==> src/rtl/cpu_pkg.sv <==
// cpu_pkg: shared definitions for the SAP CPU control sequencer.
//   - opcode constants (IR upper nibble)
//   - T-state encodings T1..T6 as carried on the 3-bit tstate bus
package cpu_pkg;

   localparam logic [3:0] OP_LDA = 4'h0;
   localparam logic [3:0] OP_ADD = 4'h1;
   localparam logic [3:0] OP_SUB = 4'h2;
   localparam logic [3:0] OP_STA = 4'h3;
   localparam logic [3:0] OP_JMP = 4'h4;
   localparam logic [3:0] OP_JZ  = 4'h5;
   localparam logic [3:0] OP_JC  = 4'h6;
   localparam logic [3:0] OP_OUT = 4'hE;
   localparam logic [3:0] OP_HLT = 4'hF;

   typedef enum logic [2:0] {
      T1 = 3'd1,
      T2 = 3'd2,
      T3 = 3'd3,
      T4 = 3'd4,
      T5 = 3'd5,
      T6 = 3'd6
   } tstate_e;

endpackage

==> src/rtl/cpu_ring_counter.sv <==
// cpu_ring_counter: T-state sequencer, T1 -> T2 -> ... -> T6 -> T1.
// Ports:
//   clk    in   system clock, posedge active
//   rst    in   asynchronous active-low reset, forces T1
//   clear  in   return to T1 at the next edge (short-cycled instruction)
//   hold   in   keep the current T-state (halt freeze), wins over clear
//   tstate out  current T-state, 1..6
module cpu_ring_counter
   import cpu_pkg::*;
(
   input  logic       clk,
   input  logic       rst,
   input  logic       clear,
   input  logic       hold,
   output logic [2:0] tstate
);

   tstate_e tstate_q, tstate_d;

   always_comb begin
      tstate_d = tstate_q;
      if (hold) begin
         tstate_d = tstate_q;
      end else if (clear) begin
         tstate_d = T1;
      end else begin
         case (tstate_q)
            T1:      tstate_d = T2;
            T2:      tstate_d = T3;
            T3:      tstate_d = T4;
            T4:      tstate_d = T5;
            T5:      tstate_d = T6;
            default: tstate_d = T1;
         endcase
      end
   end

   always_ff @(posedge clk or negedge rst) begin
      if (!rst) tstate_q <= T1;
      else      tstate_q <= tstate_d;
   end

   assign tstate = tstate_q;

endmodule

==> src/rtl/cpu_controller.sv <==
// cpu_controller: control sequencer for the 4-bit SAP CPU.
// Fetch runs in T1..T3, the IR opcode is decoded into one-hot strobes in T4..T6.
// Strobes are combinational decodes of the registered T-state, ir_opcode and the
// halted flag, so while rst is low they show the T1 fetch strobes.
// Parameters:
//   OP_W         opcode width (IR upper nibble)
//   SHORT_CYCLE  1: jump back to T1 after the last active execute step
//                0: every instruction runs all six T-states
// Build option: define CPU_CTRL_COND_JUMP_EN to enable JZ (0x5) / JC (0x6);
// otherwise both decode as NOP and flag_z / flag_c are ignored.
// Ports:
//   clk, rst (async active-low), ir_opcode, flag_z, flag_c    inputs
//   pc_inc, pc_load, pc_oe, mar_load, ram_oe, ram_we, ir_load, ir_oe,
//   a_load, a_oe, b_load, alu_oe, alu_sub, out_load           strobes
//   halted (CPU stopped), tstate (1..6)                        status
module cpu_controller
   import cpu_pkg::*;
#(
   parameter int OP_W        = 4,
   parameter bit SHORT_CYCLE = 1'b1
) (
   input  logic            clk,
   input  logic            rst,
   input  logic [OP_W-1:0] ir_opcode,
   input  logic            flag_z,
   input  logic            flag_c,
   output logic            pc_inc,
   output logic            pc_load,
   output logic            pc_oe,
   output logic            mar_load,
   output logic            ram_oe,
   output logic            ram_we,
   output logic            ir_load,
   output logic            ir_oe,
   output logic            a_load,
   output logic            a_oe,
   output logic            b_load,
   output logic            alu_oe,
   output logic            alu_sub,
   output logic            out_load,
   output logic            halted,
   output logic [2:0]      tstate
);

   logic halted_q, halted_d;
   logic last_step;   // final active execute step of a short instruction
   logic halt_now;    // HLT decoded in T4
   logic clear;
   logic hold;
   logic jz_take, jc_take;

`ifdef CPU_CTRL_COND_JUMP_EN
   assign jz_take = flag_z;
   assign jc_take = flag_c;
`else
   logic unused_flags;
   assign unused_flags = flag_z ^ flag_c;
   assign jz_take      = 1'b0;
   assign jc_take      = 1'b0;
`endif

   always_comb begin
      pc_inc    = 1'b0;
      pc_load   = 1'b0;
      pc_oe     = 1'b0;
      mar_load  = 1'b0;
      ram_oe    = 1'b0;
      ram_we    = 1'b0;
      ir_load   = 1'b0;
      ir_oe     = 1'b0;
      a_load    = 1'b0;
      a_oe      = 1'b0;
      b_load    = 1'b0;
      alu_oe    = 1'b0;
      alu_sub   = 1'b0;
      out_load  = 1'b0;
      last_step = 1'b0;
      halt_now  = 1'b0;
      if (!halted_q) begin
         case (tstate)
            T1: begin pc_oe = 1'b1; mar_load = 1'b1; end
            T2: pc_inc = 1'b1;
            T3: begin ram_oe = 1'b1; ir_load = 1'b1; end
            T4: begin
               case (ir_opcode)
                  OP_W'(OP_LDA), OP_W'(OP_ADD), OP_W'(OP_SUB), OP_W'(OP_STA): begin
                     ir_oe    = 1'b1;
                     mar_load = 1'b1;
                  end
                  OP_W'(OP_JMP): begin
                     ir_oe     = 1'b1;
                     pc_load   = 1'b1;
                     last_step = 1'b1;
                  end
                  // Untaken conditional jumps fall through as a NOP.
                  OP_W'(OP_JZ): begin
                     ir_oe     = jz_take;
                     pc_load   = jz_take;
                     last_step = 1'b1;
                  end
                  OP_W'(OP_JC): begin
                     ir_oe     = jc_take;
                     pc_load   = jc_take;
                     last_step = 1'b1;
                  end
                  OP_W'(OP_OUT): begin
                     a_oe      = 1'b1;
                     out_load  = 1'b1;
                     last_step = 1'b1;
                  end
                  OP_W'(OP_HLT): halt_now = 1'b1;
                  default:       last_step = 1'b1;
               endcase
            end
            T5: begin
               case (ir_opcode)
                  OP_W'(OP_LDA): begin
                     ram_oe    = 1'b1;
                     a_load    = 1'b1;
                     last_step = 1'b1;
                  end
                  OP_W'(OP_ADD), OP_W'(OP_SUB): begin
                     ram_oe  = 1'b1;
                     b_load  = 1'b1;
                     alu_sub = (ir_opcode == OP_W'(OP_SUB));
                  end
                  OP_W'(OP_STA): begin
                     a_oe      = 1'b1;
                     ram_we    = 1'b1;
                     last_step = 1'b1;
                  end
                  default: ;
               endcase
            end
            T6: begin
               if (ir_opcode == OP_W'(OP_ADD) || ir_opcode == OP_W'(OP_SUB)) begin
                  alu_oe  = 1'b1;
                  a_load  = 1'b1;
                  alu_sub = (ir_opcode == OP_W'(OP_SUB));
               end
            end
            default: ;
         endcase
      end
   end

   // HLT freezes the counter on the same edge that sets halted, so tstate
   // stays at T4 for as long as the CPU is stopped.
   assign halted_d = halted_q | halt_now;
   assign hold     = halted_q | halt_now;
   assign clear    = SHORT_CYCLE & last_step;

   always_ff @(posedge clk or negedge rst) begin
      if (!rst) halted_q <= 1'b0;
      else      halted_q <= halted_d;
   end

   assign halted = halted_q;

   cpu_ring_counter u_ring (
      .clk    (clk),
      .rst    (rst),
      .clear  (clear),
      .hold   (hold),
      .tstate (tstate)
   );

endmodule

==> config.mk <==
export PLATFORM = sky130hd
export DESIGN_NAME = cpu_controller
export DESIGN_NICKNAME = d
export VERILOG_FILES = /design/src/rtl/cpu_pkg.sv /design/src/rtl/cpu_ring_counter.sv /design/src/rtl/cpu_controller.sv
export SDC_FILE = /design/constraint.sdc
export NUM_CORES = 1
export LEC_CHECK = 0
export CORE_UTILIZATION = 30
export CTS_CLUSTER_SIZE = 10
export DETAILED_ROUTE_END_ITERATION = 8
export GPL_TIMING_DRIVEN = 0
export HOLD_SLACK_MARGIN = 0.06
export PLACE_DENSITY_LB_ADDON = 0.05
export SYNTH_ARGS = -nofsm -noshare
export SYNTH_HDL_FRONTEND = slang
export SYNTH_SLANG_ARGS = --single-unit
export TNS_END_PERCENT = 10
==> constraint.sdc <==
create_clock -name clk -period 1.4 [get_ports clk]
set_input_delay 0.28 -clock clk [delete_from_list [all_inputs] [get_ports clk]]
set_output_delay 0.28 -clock clk [all_outputs]
set_load 0.03 [all_outputs]
==> flow_results.org <==
** Clocking
- The root buffer cell chosen for the clock tree is clkbuf_4.
- Buffers inserted during clock tree synthesis total 3.
- Number of buffers between clock root and the deepest sink :: 2
- Clock sink count :: 4
- TritonCTS built the clock tree.
- After clock tree synthesis, the clock-pin slew on the worst setup and hold paths is about 0.04 ns.
- Skew-Pair Late Insertion Delay :: 0.25 ns
- CTS H-tree depth :: 1

** Synth
- Synthesized area :: around 470 sq um
- Share of the synthesized area in the top cell type :: between 15 and 20%
- Post-Syn Instances :: 56
- The synthesized netlist devotes around 1.9% of its cell area to XOR and XNOR gates.
- Fraction of the yosys area taken by sequential cells :: between 20% and 30%
- The netlist uses 35 different library cells.
- After synthesis, the largest family of logic cells by area is simple AND/OR/NAND/NOR gates.
- The number of nets handed over by synthesis was 64.
- Of the total synthesized cell area, the portion taken by AND, OR, NAND and NOR gates is between 40% and 50%.
- The synthesized netlist devotes about a fifth of its cell area to compound gates.
- Biggest area contributors in the synthesized netlist :: dfrtp_1 16%, nor3_2 6.4%, dfstp_2 5.6%
- Post-synthesis share of cell area spent on full adders, half adders and majority gates :: 0%
- The Yosys step of the flow raised 0 warnings.
- Avg Inst Size Synth :: around 8.3 sq um
- Counting flops and latches in the post-synthesis netlist gives 4.
- Top cell type by total area after synthesis :: dfrtp_1
- After synthesis, the share of cell area in mux cells is under 10%.

** Setup path
- Launching element type of the critical path :: flip-flop
- Data on the critical path arrives at its endpoint at 1.69 ns.
- Startpoint of the worst register-to-register path :: u_ring.tstate[0]$_DFFE_PN1N_
- The worst register-to-register path ends at u_ring.tstate[1]$_DFFE_PN0N_.
- Setup slack on the worst reg-to-reg path comes out at -0.13 ns.
- The worst setup path is captured at an output pin.
- Largest fanout on the critical path :: 6
- At the worst endpoint, the required time is 1.12 ns.
- For the worst flop-to-flop path, the logic depth is 7.
- The worst setup path is of the flip-flop to output pin kind.

** Timing
- Final WS setup :: -0.571 ns
- The worst pin sits at a relative slew slack of a little under 80%.
- Setup violations remaining at the end of the flow were counted as 18.
- Count of pins over their slew limit :: 0
- Final setup TNS :: -5.71 ns
- Fmax :: ~0.51 GHz
- Transition time of the tightest slew-check pin :: approximately 0.33 ns
- In the finished design, the share of the clock period the worst path needs comes to 141%.
- Final min period :: slightly below 2 ns
- The number of endpoints with negative hold slack in the final report is 0.
- Worst clock skew :: ~0.0019 ns
- Setup repair after global routing missed its margin :: true

** GRT
- Maximum number of pins on one net before global-route repair :: 11
- Initial antenna violation count :: 0
- The total overflow left after global routing is 0.
- GR Util All Layers :: 18.9%
- The first global-routing pass estimated 2.60 mm of wire.
- The number of global-route vias before repair is roughly 580.

** Power and ir drop
- Across the VDD grid, the largest voltage drop is approximately 1600 uV.
- Summed over all nets, the switching power comes to just under 1000 uW.
- Share of total power in the clock network :: roughly 8.7%
- Dividing total power by cell area gives a power density of 2040 nW/um^2.
- Of the total power, the share spent switching nets is just under 50%.
- Share of total power in combinational logic :: 77.5%
- The internal portion of the total power is 974 uW.
- Summed over all cells, the static leakage comes to between 0.0004 and 0.0005 uW.
- Sequential cells account for 13.7% of the total power.
- After layout, the design draws a total of slightly below 2000 uW.

** Detailed routing
- In this run, the number of DRC markers left after iteration 0 of detailed routing was 18.
- After detailed routing, the average wire length per cell comes to about 15 um.
- After detailed routing, the number of remaining DRC violations is 0.
- In this run the remaining antenna-violating nets after routing total 0.
- The first TritonRoute pass finished after 4 iterations.
- Post-DR vias/cell :: 5.60
- After detailed routing, the total wire length is between 1.5 and 2 mm.
- Total number of vias :: around 620

** Finish
- The number of antenna diodes in the final layout is 0.
- Fraction of final layout cells sized beyond drive strength 1 :: between 60% and 70%
- Filler Cells Inserted :: 112
- Final Non-Filler Cells :: 110
- Layout Area Growth over Synthesis :: 104%
- The final layout contains about 100 nets.

** Run status
- The final reports fail on setup timing.
- The flow ran to the end, but the final reports show violations.

** Placed design
- Half-perimeter wire length after detailed placement :: around 1.0 mm
- Routability-driven placement finished with a final weighted congestion of just under 0.8.
- Post-Place Cells :: just over 90
- IO Port Bufs :: 22

** Floorplanning
- Die area :: around 1700 sq um
- X dimension of the die :: just over 40 um
- Measured along the y axis, the die boundary spans ~41 um.
- Boundary Pins :: 26
- Row generation in the floorplan step produced 13 rows.
- Core area :: around 1400 sq um
- The initial utilization of the core area, before any placement, comes to 34.2%.

** Worst hold path
- Hold/Removal Path Class :: primary input to async pin

** Job
- The tool flagged a number of max-cap violations equal to 0.
==> through the flow <==
stage	setup WS, ns	cell area [sq um]	hold slack [ns]	utilization, %
after floorplan	-0.442	558	-0.0156	-
after global placement	-1.30	797	0.486	58.3
after detailed placement	-1.32	797	0.494	58.3
after CTS	-0.599	912	0.240	66.8
after global routing	-0.613	951	0.239	69.6
final	-0.571	951	0.233	69.6
==> registers in the layout (all words and copies together), names as in the netlist <==
| register | flops |
|---|---|
| u_ring.tstate | 3 |
| halted | 1 |
==> Yosys cell counts <==
master,n
nand3_1,2
a2111oi_0,1
nand2_1,5
buf_1,1
nand4b_1,1
buf_2,1
inv_2,2
o21ai_1,1
o21ai_0,1
mux2_2,1
nor2_1,3
nor3_1,4
nor4_1,1
a32oi_1,1
and2b_1,1
dfstp_2,1
nand3b_1,1
a21oi_1,1
nor4bb_1,1
nor3b_4,1
o21bai_2,1
nor2b_1,2
nand2b_1,3
a22o_1,2
and4b_1,1
nor3_2,3
xnor2_1,1
and3_1,1
nand3_2,1
dfrtp_1,3
a41o_1,2
inv_1,1
buf_6,2
a21o_1,1
o21bai_1,1
==> area by class of cell <==
class | count | area (sq um) | share of cell area [%]
multi-input combinational | 45 | 457 | 48.0
timing repair buffer | 35 | 294 | 30.9
sequential | 4 | 105 | 11.1
buffer | 4 | 38.8 | 4.08
clock buffer | 4 | 26.3 | 2.76
tap | 15 | 18.8 | 1.97
inverter | 3 | 11.3 | 1.18
==> cell families (layout without fill, tap and decap cells) <==
| family | Yosys count | count (layout) |
|---|---|---|
| muxes | 1 | 1 |
| DFF | 4 | 4 |
| xor gates and xnor gates | 1 | 1 |
| AOI/OAI and AO/OA | 12 | 12 |
| and+or+nand+nor | 31 | 31 |
| buffers and inverters | 7 | 46 |
==> worst max path at each step <==
stage	from	end	slack (ns)	cells after the start
floorplan	u_ring.tstate[2]$_DFFE_PN0N_	a_oe	-0.44	5
global placement	ir_opcode[3]	a_oe	-1.30	6
detailed placement	ir_opcode[3]	a_oe	-1.32	6
CTS	u_ring.tstate[0]$_DFFE_PN1N_	a_oe	-0.60	6
global route	u_ring.tstate[1]$_DFFE_PN0N_	a_oe	-0.61	5
finish	u_ring.tstate[1]$_DFFE_PN0N_	a_oe	-0.57	5
==> layer usage <==
metal  GRT usage, %  vias up  routed length, um
met3           1.30        5                 75
li1               -      284                  -
met5              0        -                  0
met4           12.3        0                 38
met1           23.9      299                703
met2           30.6       28                854
==> cell usage in the layout (no fill, tap or decap), drive strengths merged, types with 2 or more instances in the layout <==
master          n
inv             3
buf            30
dlygate4sd2     5
o21ai           2
nor2b           2
nor3            7
nand2           5
o21bai          2
nand3           3
a41o            2
nor2            3
nand2b          3
clkbuf          4
clkdlybuf4s15   2
dfrtp           3
a22o            2
==> power groups by stage <==
| stage | clock [uW] | sequential [uW] | combinational, uW |
|---|---|---|---|
| after global routing | 183 | 277 | 1570 |
| after floorplan | 0 | 365 | 753 |
| after global placement | 0 | 260 | 1230 |
| after CTS | 168 | 277 | 1370 |
| after detailed placement | 0 | 260 | 1230 |
| final | 169 | 266 | 1500 |
==> worst max-delay path: stages (launching register included) <==
cell and delay, ns:
dfrtp_2 0.46, nor3b_4 0.27, nand3_2 0.14, mux2_4 0.31
nor3_4 0.12, buf_6 0.15
==> repair_timing <==
| item | CTS | global route |
|---|---|---|
| hold buffers | 0 | 0 |
| gates resized for setup | 104 | 4 |
| hold endpoints to repair | 0 | 0 |
| setup endpoints to repair | 21 | 19 |
| buffers inserted | 8 | 5 |
| pin swaps | 4 | 4 |
No activity file was read; power rests on OpenSTA's default activity.
